## src/rtl/instruction_loader_pkg.sv

```systemverilog
// Shared processor definitions for the instruction-memory loader.
// INSTR_MEM_DEPTH is also used by the instruction memory so the two sizes always agree.
package instruction_loader_pkg;

    localparam int LOADER_HDR_BYTES = 2;
    localparam int BYTES_PER_WORD   = 4;
    localparam int INSTR_MEM_DEPTH  = 256;

    typedef enum logic [2:0] {
        LD_IDLE,
        LD_LEN_HI,
        LD_LEN_LO,
        LD_DATA,
        LD_FLUSH,
        LD_DONE,
        LD_ERROR
    } loader_state_t;

endpackage

```

## src/rtl/instruction_loader.sv

```systemverilog
// Streams a length-prefixed program into instruction memory over a byte handshake,
// assembling big-endian words and stalling the processor until the load commits.
module instruction_loader
    import instruction_loader_pkg::*;
#(
    parameter int DEPTH      = INSTR_MEM_DEPTH,
    parameter int WORD_WIDTH = 32
) (
    input  logic                  clock,
    input  logic                  reset,
    input  logic                  start,
    input  logic [7:0]            rx_data,
    input  logic                  rx_valid,
    output logic                  rx_ready,
    output logic                  mem_we,
    output logic [31:0]           mem_addr,
    output logic [WORD_WIDTH-1:0] mem_wdata,
    output logic                  cpu_hold,
    output logic                  done,
    output logic                  error
);

    localparam int AW = $clog2(DEPTH);

    loader_state_t         state;
    logic [15:0]           count;
    logic [AW-1:0]         word_idx;
    logic [1:0]            byte_idx;
    logic [WORD_WIDTH-9:0] shift;

    logic                  transfer;
    logic [15:0]           hdr_count;
    logic                  hdr_bad;
    logic                  last_word;
    logic                  last_byte;
    logic [WORD_WIDTH-1:0] assembled;

    assign transfer  = rx_valid && rx_ready;
    assign hdr_count = {count[15:8], rx_data};
    // Widen to 17 bits so a count of 65535 cannot wrap past DEPTH.
    assign hdr_bad   = (hdr_count == 16'd0) || ({1'b0, hdr_count} > 17'(DEPTH));
    assign last_word = (16'(word_idx) == count - 16'd1);
    assign last_byte = (byte_idx == 2'(BYTES_PER_WORD - 1));
    assign assembled = {shift, rx_data};

    always_ff @(posedge clock or negedge reset) begin
        if (!reset) begin
            state     <= LD_IDLE;
            count     <= '0;
            word_idx  <= '0;
            byte_idx  <= '0;
            shift     <= '0;
            rx_ready  <= 1'b0;
            mem_we    <= 1'b0;
            mem_addr  <= '0;
            mem_wdata <= '0;
            cpu_hold  <= 1'b1;
            done      <= 1'b0;
            error     <= 1'b0;
        end else begin
            mem_we <= 1'b0;
            case (state)
                LD_IDLE: begin
                    if (start) begin
                        state    <= LD_LEN_HI;
                        rx_ready <= 1'b1;
                    end
                end
                LD_LEN_HI: begin
                    if (transfer) begin
                        count[15:8] <= rx_data;
                        state       <= LD_LEN_LO;
                    end
                end
                LD_LEN_LO: begin
                    if (transfer) begin
                        count <= hdr_count;
                        if (hdr_bad) begin
                            state    <= LD_ERROR;
                            rx_ready <= 1'b0;
                            error    <= 1'b1;
                        end else begin
                            word_idx <= '0;
                            byte_idx <= '0;
                            state    <= LD_DATA;
                        end
                    end
                end
                LD_DATA: begin
                    if (transfer) begin
                        shift    <= assembled[WORD_WIDTH-9:0];
                        byte_idx <= byte_idx + 2'd1;
                        if (last_byte) begin
                            mem_we    <= 1'b1;
                            mem_addr  <= 32'(word_idx);
                            mem_wdata <= assembled;
                            if (last_word) begin
                                state    <= LD_FLUSH;
                                rx_ready <= 1'b0;
                            end else begin
                                word_idx <= word_idx + AW'(1);
                            end
                        end
                    end
                end
                // One idle edge lets the final write settle before the processor runs.
                LD_FLUSH: begin
                    state    <= LD_DONE;
                    done     <= 1'b1;
                    cpu_hold <= 1'b0;
                end
                LD_DONE: begin
                    if (start) begin
                        state    <= LD_LEN_HI;
                        done     <= 1'b0;
                        cpu_hold <= 1'b1;
                        rx_ready <= 1'b1;
                    end
                end
                LD_ERROR: begin
                    if (start) begin
                        state    <= LD_LEN_HI;
                        error    <= 1'b0;
                        rx_ready <= 1'b1;
                    end
                end
                default: begin
                    state    <= LD_IDLE;
                    rx_ready <= 1'b0;
                end
            endcase
        end
    end

endmodule

```

## config.mk

```make
export PLATFORM = sky130hd
export DESIGN_NAME = instruction_loader
export DESIGN_NICKNAME = d
export VERILOG_FILES = /design/src/rtl/instruction_loader_pkg.sv /design/src/rtl/instruction_loader.sv
export SDC_FILE = /design/constraint.sdc
export NUM_CORES = 1
export LEC_CHECK = 0
export BUFFER_PORTS_ARGS = -buffer_cell sky130_fd_sc_hd__buf_2
export CORE_MARGIN = 8
export CORE_UTILIZATION = 50
export CTS_CLUSTER_DIAMETER = 120
export CTS_CLUSTER_SIZE = 10
export DETAILED_ROUTE_END_ITERATION = 10
export MAX_ROUTING_LAYER = met4
export PLACE_DENSITY_LB_ADDON = 0.12
export SLEW_MARGIN = 20
export SYNTH_ARGS = -nofsm -noshare
export SYNTH_HDL_FRONTEND = slang
export SYNTH_SLANG_ARGS = --single-unit
```

## constraint.sdc

```tcl
create_clock -name clock -period 2.45 [get_ports clock]
set_clock_uncertainty 0.05 [all_clocks]
set_input_delay 0.245 -clock clock [delete_from_list [all_inputs] [get_ports clock]]
set_output_delay 0.245 -clock clock [all_outputs]
set_load 0.02 [all_outputs]
```

==> results of run 1 <==
-- power breakdown --
part / leakage [uW] / internal [uW] / switching [uW]
Sequential: 0.00131 / 1720 / 125
Combinational: 0.00142 / 581 / 606
Clock: 0.0000978 / 420 / 605
-- layer usage --
| layer | part of all wire | vias up | track usage |
|---|---|---|---|
| li1 | - | 1528 | - |
| met1 | 0.44 | 1593 | 0.195 |
| met2 | 0.50 | 68 | 0.265 |
| met3 | 0.049 | 15 | 0.0440 |
| met4 | 0.017 | 0 | 0.0549 |
| met5 | 0 | - | - |
-- registers in the layout, summed over array words and instances (netlist names) --
register,count
mem_we,1
done,1
mem_addr,8
byte_idx,2
word_idx,8
shift,24
count,16
error,1
rx_ready,1
cpu_hold,1
mem_wdata,32
state,3
-- per-stage QoR --
step	area, um^2	setup WS, ns	hold slack (ns)	utilization
3_3_place_gp	5160	0.0613	0.179	0.566
2_1_floorplan	4710	0.00253	-0.101	-
3_5_place_dp	5160	-0.0427	0.182	0.566
6_report	5590	0.00862	0.122	0.614
5_1_grt	5590	-0.0900	0.132	0.614
4_1_cts	5410	-0.00672	0.103	0.594
-- worst reg2reg max path: stages (launching register included) --
cell and delay [ns]:
dfrtp_1 0.41, inv_2 0.07, ha_4 0.17, nor2b_4 0.12, or3_4 0.33, a31oi_4 0.22, nand3_2 0.11, nor4_4 0.29
buf_4 0.19, o21ai_4 0.07, mux2i_1 0.13, nor3_1 0.20
-- cells by family (layout without fill, tap and decap cells) --
kind of cell,Yosys count,count (layout)
and+or+nand+nor,94,94
xor gates and xnor gates,7,7
buffers and inverters,52,125
muxes,76,76
adders and majority gates,3,3
other,1,24
AOI/OAI and AO/OA,59,59
DFF,98,98
-- repair_timing --
action	in CTS	in global routing
endpoints found under the hold margin	34	0
hold buffers	1	0
resized for setup	5	38
buffers inserted	2	3
gates cloned	0	0
pin swaps	2	20
endpoints found under the setup margin	6	12
-- synth_stat cells (6+ instances only) --
cell | instances | area, um^2
xnor2_1 | 6 | 52.6
nand4_1 | 6 | 37.5
nor3_1 | 8 | 40.0
dfrtp_1 | 97 | 2430
a21oi_1 | 7 | 35.0
o21ai_0 | 20 | 100
nor2_1 | 20 | 75.1
mux2_2 | 74 | 833
buf_4 | 24 | 180
inv_1 | 12 | 45.0
clkbuf_1 | 13 | 48.8
nand2_1 | 20 | 75.1
nand3_1 | 6 | 30.0
-- area by class of cell --
class / instances / area, um^2 / share of cell area
Clock buffer: 10 / 138 / 0.0246
Clock inverter: 6 / 61.3 / 0.0110
Inverter: 13 / 48.8 / 0.00873
Multi-Input combinational cell: 263 / 2140 / 0.382
Sequential cell: 98 / 2460 / 0.439
Tap cell: 111 / 139 / 0.0248
Timing Repair Buffer: 96 / 609 / 0.109
-- worst paths after layout --
check / slack [ns] / startpoint / end / depth (start not counted)
setup / recovery: 0.009 / count[1] / state[0] / 11
hold / removal: 0.12 / start / cpu_hold / 3
setup reg to reg: 0.009 / count[1] / state[0] / 11
hold reg to reg: 0.42 / cpu_hold / cpu_hold / 2
max in group asynchronous: 1.34 / reset / cpu_hold / 3
min in group asynchronous: 0.31 / reset / mem_addr[4] / 2
==> results.md, run 1 <==
- The design draws approximately 4100 uW.
- The share of cells above drive strength 1 is 0.459.
- The number of top-level pins is 81.
- The number of global-route vias before repair came to around 3.3k.
- The first detailed-routing pass took 4 iterations.
- After synthesis, the largest family of logic cells by area is multiplexers.
- The final RePlAce weighted congestion is 0.859.
- The cell at the root of the clock tree is clkbuf_8.
- The die is between 100 and 150 um wide.
- The reported leakage power is 0.00282 uW.
- At the pin with the least slew margin, the transition time is 0.539 ns.
- The initial utilization of the core area, before any placement, comes to 0.508.
- The power density normalized to cell area is between 700 and 800 nW/um^2.
- The routed via count divided by cell count is 5.37.
- The number of fill cells is 768.
- Walking the worst path, the cells encountered are inv_2 -> ha_4 -> nor2b_4 -> or3_4 -> a31oi_4 -> nand3_2 -> nor4_4 -> buf_4 -> o21ai_4 -> mux2i_1 -> nor3_1.
- STA classifies the critical path endpoint as a flop.
- The worst setup path is launched from a flop.
- Detailed placement ended at an HPWL of 7040 um.
- The TritonCTS buffer count is 9.
- For this run, the leading register cell type out of synthesis is dfrtp_1.
- Clock latency on the worst-skew pair, taken at its later pin, is 0.36 ns.
- The number of antenna diodes in the final layout is 0.
- The count of maximum capacitance violations is 0.
- The number of placed instances, taps included, is 575.
- Entering global routing, the biggest net connects between 50 and 60 pins.
- For this run, asynchronously set or reset flops after synthesis account for 1.00.
- Along the worst path, the maximum fanout reaches 4.
- TritonCTS built the clock tree.
- The buffering stage count on the worst path with inverters included is 2.
- The number of enable-type register cells in the synthesized netlist is 0.
- The total global routing overflow is 0.
- Setup repair after global routing could not meet its margin everywhere.
- The clock sink count is 98.
- The remaining max-slew budget at the tightest pin is 0.641.
- The average cell area after synthesis is between 10 and 15 um^2.
- STA puts the critical path data arrival time at between 2 and 3 ns.
- Of the total synthesized cell area, the portion taken by full adders, half adders and majority gates is 0.00811.
- The combined global-route utilization of all metal layers is 0.164.
- In this run, synthesis produced a sequential element count of 98.
- In this run the standard cell core region covers 9110 um^2.
- The synthesized-area fraction occupied by ao, oa, aoi and oai cells was 0.0860.
- No sink is reached through more buffers than the 2 on the longest clock path.
- The area of the die is 12,600 um^2.
- The detailed router finished its first iteration with 107 violations.
- The final critical-path required period is between 2 and 2.5 ns.
- The instance count of the mapped netlist is 390.
- In the layout the commonest cells are 95 x dfrtp_1, 74 x mux2_2, 55 x buf_2.
- Timing would allow up to 410 MHz.
- The layout overhead on the synthesized area is 20.8%.
- Measured against the total synthesized area, the mux share comes to 0.184.
- Setup violations remaining at the end of the flow were counted as 0.
- The most common cell after layout, fill and taps aside is dfrtp_1.
- The count of buffers inserted at the top-level ports is 56.
- Clock-pin slew was measured on the worst setup and hold paths at 0.11 ns.
- The first global-routing pass estimated 16,200 um of wire.
- VDD sags by at most ~0.37 mV.
- The sequential fraction of the synthesis area is 0.530.
- During synthesis, Yosys emitted a total of 0 warnings.
- The initial antenna violation count came to 0.
- The number of max-slew violations in the final report came to 0.
- Once layout is complete, the cells apart from fillers number between 500 and 600.
- The detail route stage leaves a number of antenna-violating nets equal to 0.
- Dividing the final minimum period by the clock period gives 0.996.
- The cell family contributing the most delay on the critical path is simple AND/OR/NAND/NOR gates.
- The type of the worst setup path is reg2reg.
- The required time at the endpoint of the critical path is 2.68 ns.
- The number of unique standard cell types used by synthesis is 55.
- The routed wire length is ~10000 um.
- The H-tree was split into 3 levels.
- The via total after detailed routing is between 3k and 4k.
- The site row count is 35.
- In this design, the stage delay of the slowest critical-path cell is 0.41 ns.
- The hold violation total from the final report came to 0.
- The area share of xor/xnor cells in the synthesized design is 0.0132.
- The count of nets after finishing is 496.
- For this run, design rule violations remaining after detail routing come to 0.
- The run finished with clean final reports.
- The final-layout setup total negative slack is 0 ns.
- The floorplan step set the die height to 112 um.
- The largest individual stage delay along the critical path comes from the cell dfrtp_1.
- The synthesized netlist occupies a cell area of 4630 um^2.
- The simple logic cell fraction of the synthesized area is 0.112.
- The path class of the lowest-slack min-delay path is in2reg.
- After detailed routing, the average wire length per cell comes to 16.7 um.
Power figures use the tool's default switching activity.
==> inputs of run 2 (changes only) <==
==> constraint.sdc (replaced) <==
create_clock -name clock -period 2.45 [get_ports clock]
set_clock_uncertainty 0.05 [all_clocks]
set_input_delay 0.6125 -clock clock [delete_from_list [all_inputs] [get_ports clock]]
set_output_delay 0.6125 -clock clock [all_outputs]
set_load 0.02 [all_outputs]
==> results.md, run 2 (synthesized netlist as in run 1, its figures left out) <==
- The worst-case IR drop observed on VDD is 0.420 mV.
- The clock sink count is 98.
- The antenna diode count is 0.
- The count of buffers inserted at the top-level ports is 56.
- The cell with the biggest individual delay on the critical path is or4_4.
- The slack of the worst reg-to-reg path is -0.009 ns.
- In the layout the commonest cells are 97 x dfrtp_1, 74 x mux2_2, 55 x buf_2.
- The most common cell type on the critical path is o211ai_2.
- The internal power contribution is 2750 uW.
- The run finished, with violations left.
- With fillers left out, the area of the finished cells amounts to 5590 um^2.
- The total global routing overflow is 0.
- Setup slack on the critical path of the routed design comes to -0.00883 ns.
- Setup violations remaining at the end of the flow were counted as 1.
- The library cell used most frequently in the layout, excluding fill and tap cells, is dfrtp_1.
- The site row count is 35.
- The delay of the slowest critical-path stage is around 0.52 ns.
- The capture point of the critical path is word_idx[4].
- In this run the worst setup path begins at count[1].
- The worst setup path is launched from a flop.
- The sum of net half-perimeters after detailed placement is 7300 um.
- Entering global routing, the biggest net connects 99 pins.
- For the worst setup path, the data required time is 2.66 ns.
- The first-pass GRT wire length is 16,900 um.
- The buffering stage count on the worst path with inverters included is 1.
- After floorplanning, the core was sized to cover 9110 um^2.
- Dividing total power by cell area gives a power density of 727 nW/um^2.
- Dividing the final minimum period by the clock period gives 1.00.
- The layout overhead on the synthesized area is 20.8%.
- The combined global-route utilization of all metal layers is 0.173.
- The filler cells instantiated in the layout total between 700 and 800.
- The die is 112 um wide.
- The switching power share of the total is 0.324.
- The die is 112 um tall.
- The hold violation total from the final report is 0.
- The type of the worst setup path is reg2reg.
- The TritonCTS buffer count is 9.
- The switching power is ~1300 uW.
- The relative contribution of sequential cells to total power is 0.454.
- The net count of the finished layout is 501.
- The initial antenna violation count is 0.
- The actual slew at the worst max-slew pin is just over 0.5 ns.
- The reported leakage power is 0.00285 uW.
- The routed via count divided by cell count is around 5.4.
- The via total after detailed routing is 3,253.
- Based on the critical path, the design can be clocked at up to approximately 400 MHz.
- The largest registers in the layout are mem_wdata x32, shift x24, count x16.
- The cell family contributing the most delay on the critical path is compound AO/OA/AOI/OAI gates.
- The final reports fail on setup timing.
- Counting cells, the worst reg-to-reg path comes to 9.
- STA classifies the critical path endpoint as a flop.
- The DRC marker count from the first detailed-route iteration is 133.
- The number of max-slew violations in the final report was 0.
- The largest driver fanout on the critical path is 8.
- The register with the most flip-flops in the layout has 32 of them.
- Summed over all layers, the routed wires come to ~10,000 um.
- The register with the most flip-flops is mem_wdata.
- For this run, design rule violations remaining after detail routing come to 0.
- The post-cts hold buffer count is 0.
- The clock tree buffer depth is 2.
- Setup repair after global routing could not meet its margin everywhere.
- The routed wire length per instance is roughly 17 um.
- The number of global-route vias before repair is 3,441.
- After clock tree synthesis, the clock-pin slew on the worst setup and hold paths is about 0.10 ns.
- The path class of the lowest-slack min-delay path is in2async.
- Measured against its own limit, the worst slew margin works out to 0.657.
- The overall power of the completed layout is 4070 uW.
- 81 I/O pins were placed.
- The initial utilization of the core area, before any placement, comes to 0.508.
- Across the run, the number of max-cap violations was 0.
- The total cell area at the placement stage is 5250 um^2.
- The share of total power dissipated in combinational logic is 0.268.
- The share of cells above drive strength 1 is 0.442.
- The share of total power dissipated in the clock network is 0.278.
- The H-tree generated during clock tree synthesis spans 3 levels.
- TritonCTS built the clock tree.
- The congestion estimate from routability-driven global placement came to between 0.8 and 0.9.
- The cell at the root of the clock tree is clkbuf_8.
- The floorplan step defined a die boundary enclosing approximately 13,000 um^2.
- The count of cell instances traversed by the critical path is 9.
- The final critical-path required period is 2.46 ns.
- Traced cell by cell, the critical path runs through buf_6 -> or4_4 -> o221ai_2 -> o211ai_2 -> o211ai_2 -> nor4b_4 -> o21ai_4 -> a311oi_2 -> a41o_1.
- The count of TritonRoute iterations in the first routing pass is 4.
- The worst register-to-register path begins at count[1].
- The data arrival time at the worst-slack endpoint is 2.67 ns.
- Once detail routing completed, the nets flagged for antenna violations numbered 0.
- The clock insertion delay at the later pin of the skew report is approximately 0.36 ns.
- The capturing point of the worst reg2reg path is word_idx[4].
## run 2: worst min path at each step
stage | endpoint | slack (ns) | cells after the start
after floorplan | byte_idx[0] | 0.27 | 0
after global placement | mem_addr[5] | 0.41 | 2
after detailed placement | cpu_hold | 0.41 | 2
after CTS | mem_addr[7] | 0.25 | 2
after global routing | mem_addr[2] | 0.28 | 2
final | mem_addr[7] | 0.24 | 2
## run 2: metal layers
| layer | share of wire | track usage | wire, um |
|---|---|---|---|
| met1 | 0.43 | 0.194 | 4450 |
| met2 | 0.50 | 0.291 | 5200 |
| met3 | 0.046 | 0.0392 | 477 |
| met4 | 0.021 | 0.0773 | 218 |
| met5 | 0 | - | 0 |
## run 2: cell type report
type / instances / area (um^2) / share of cell area
Multi-Input combinational cell: 263 / 2080 / 0.373
Clock buffer: 9 / 124 / 0.0221
Sequential cell: 98 / 2450 / 0.439
Clock inverter: 7 / 93.8 / 0.0168
Inverter: 13 / 48.8 / 0.00872
Timing Repair Buffer: 101 / 649 / 0.116
Tap cell: 111 / 139 / 0.0248
## run 2: power groups by stage
stage / clock, uW / combinational [uW] / sequential (uW)
after detailed placement: 0 / 915 / 1860
final: 1130 / 1090 / 1850
after floorplan: 0 / 561 / 1860
after CTS: 1170 / 966 / 1830
after global routing: 1220 / 1190 / 1870
after global placement: 0 / 899 / 1850
## run 2: repair_timing
item,in CTS,in global routing
endpoints found under the setup margin,9,12
hold endpoints to repair,0,0
resized for setup,7,15
buffers inserted,1,0
pin swaps,9,8
## run 2: metrics by stage
stage | setup TNS [ns] | utilization | worst slack (ns) | hold slack, ns | std cells
after floorplan | 0 | - | 0.00253 | 0.267 | 413
after global placement | -0.614 | 0.576 | -0.111 | 0.405 | 585
after detailed placement | -1.22 | 0.576 | -0.198 | 0.408 | 585
after global routing | -0.467 | 0.614 | -0.0973 | 0.275 | 602
final | -0.00883 | 0.614 | -0.00883 | 0.240 | 602
after CTS | -0.00533 | 0.605 | -0.00442 | 0.253 | 602
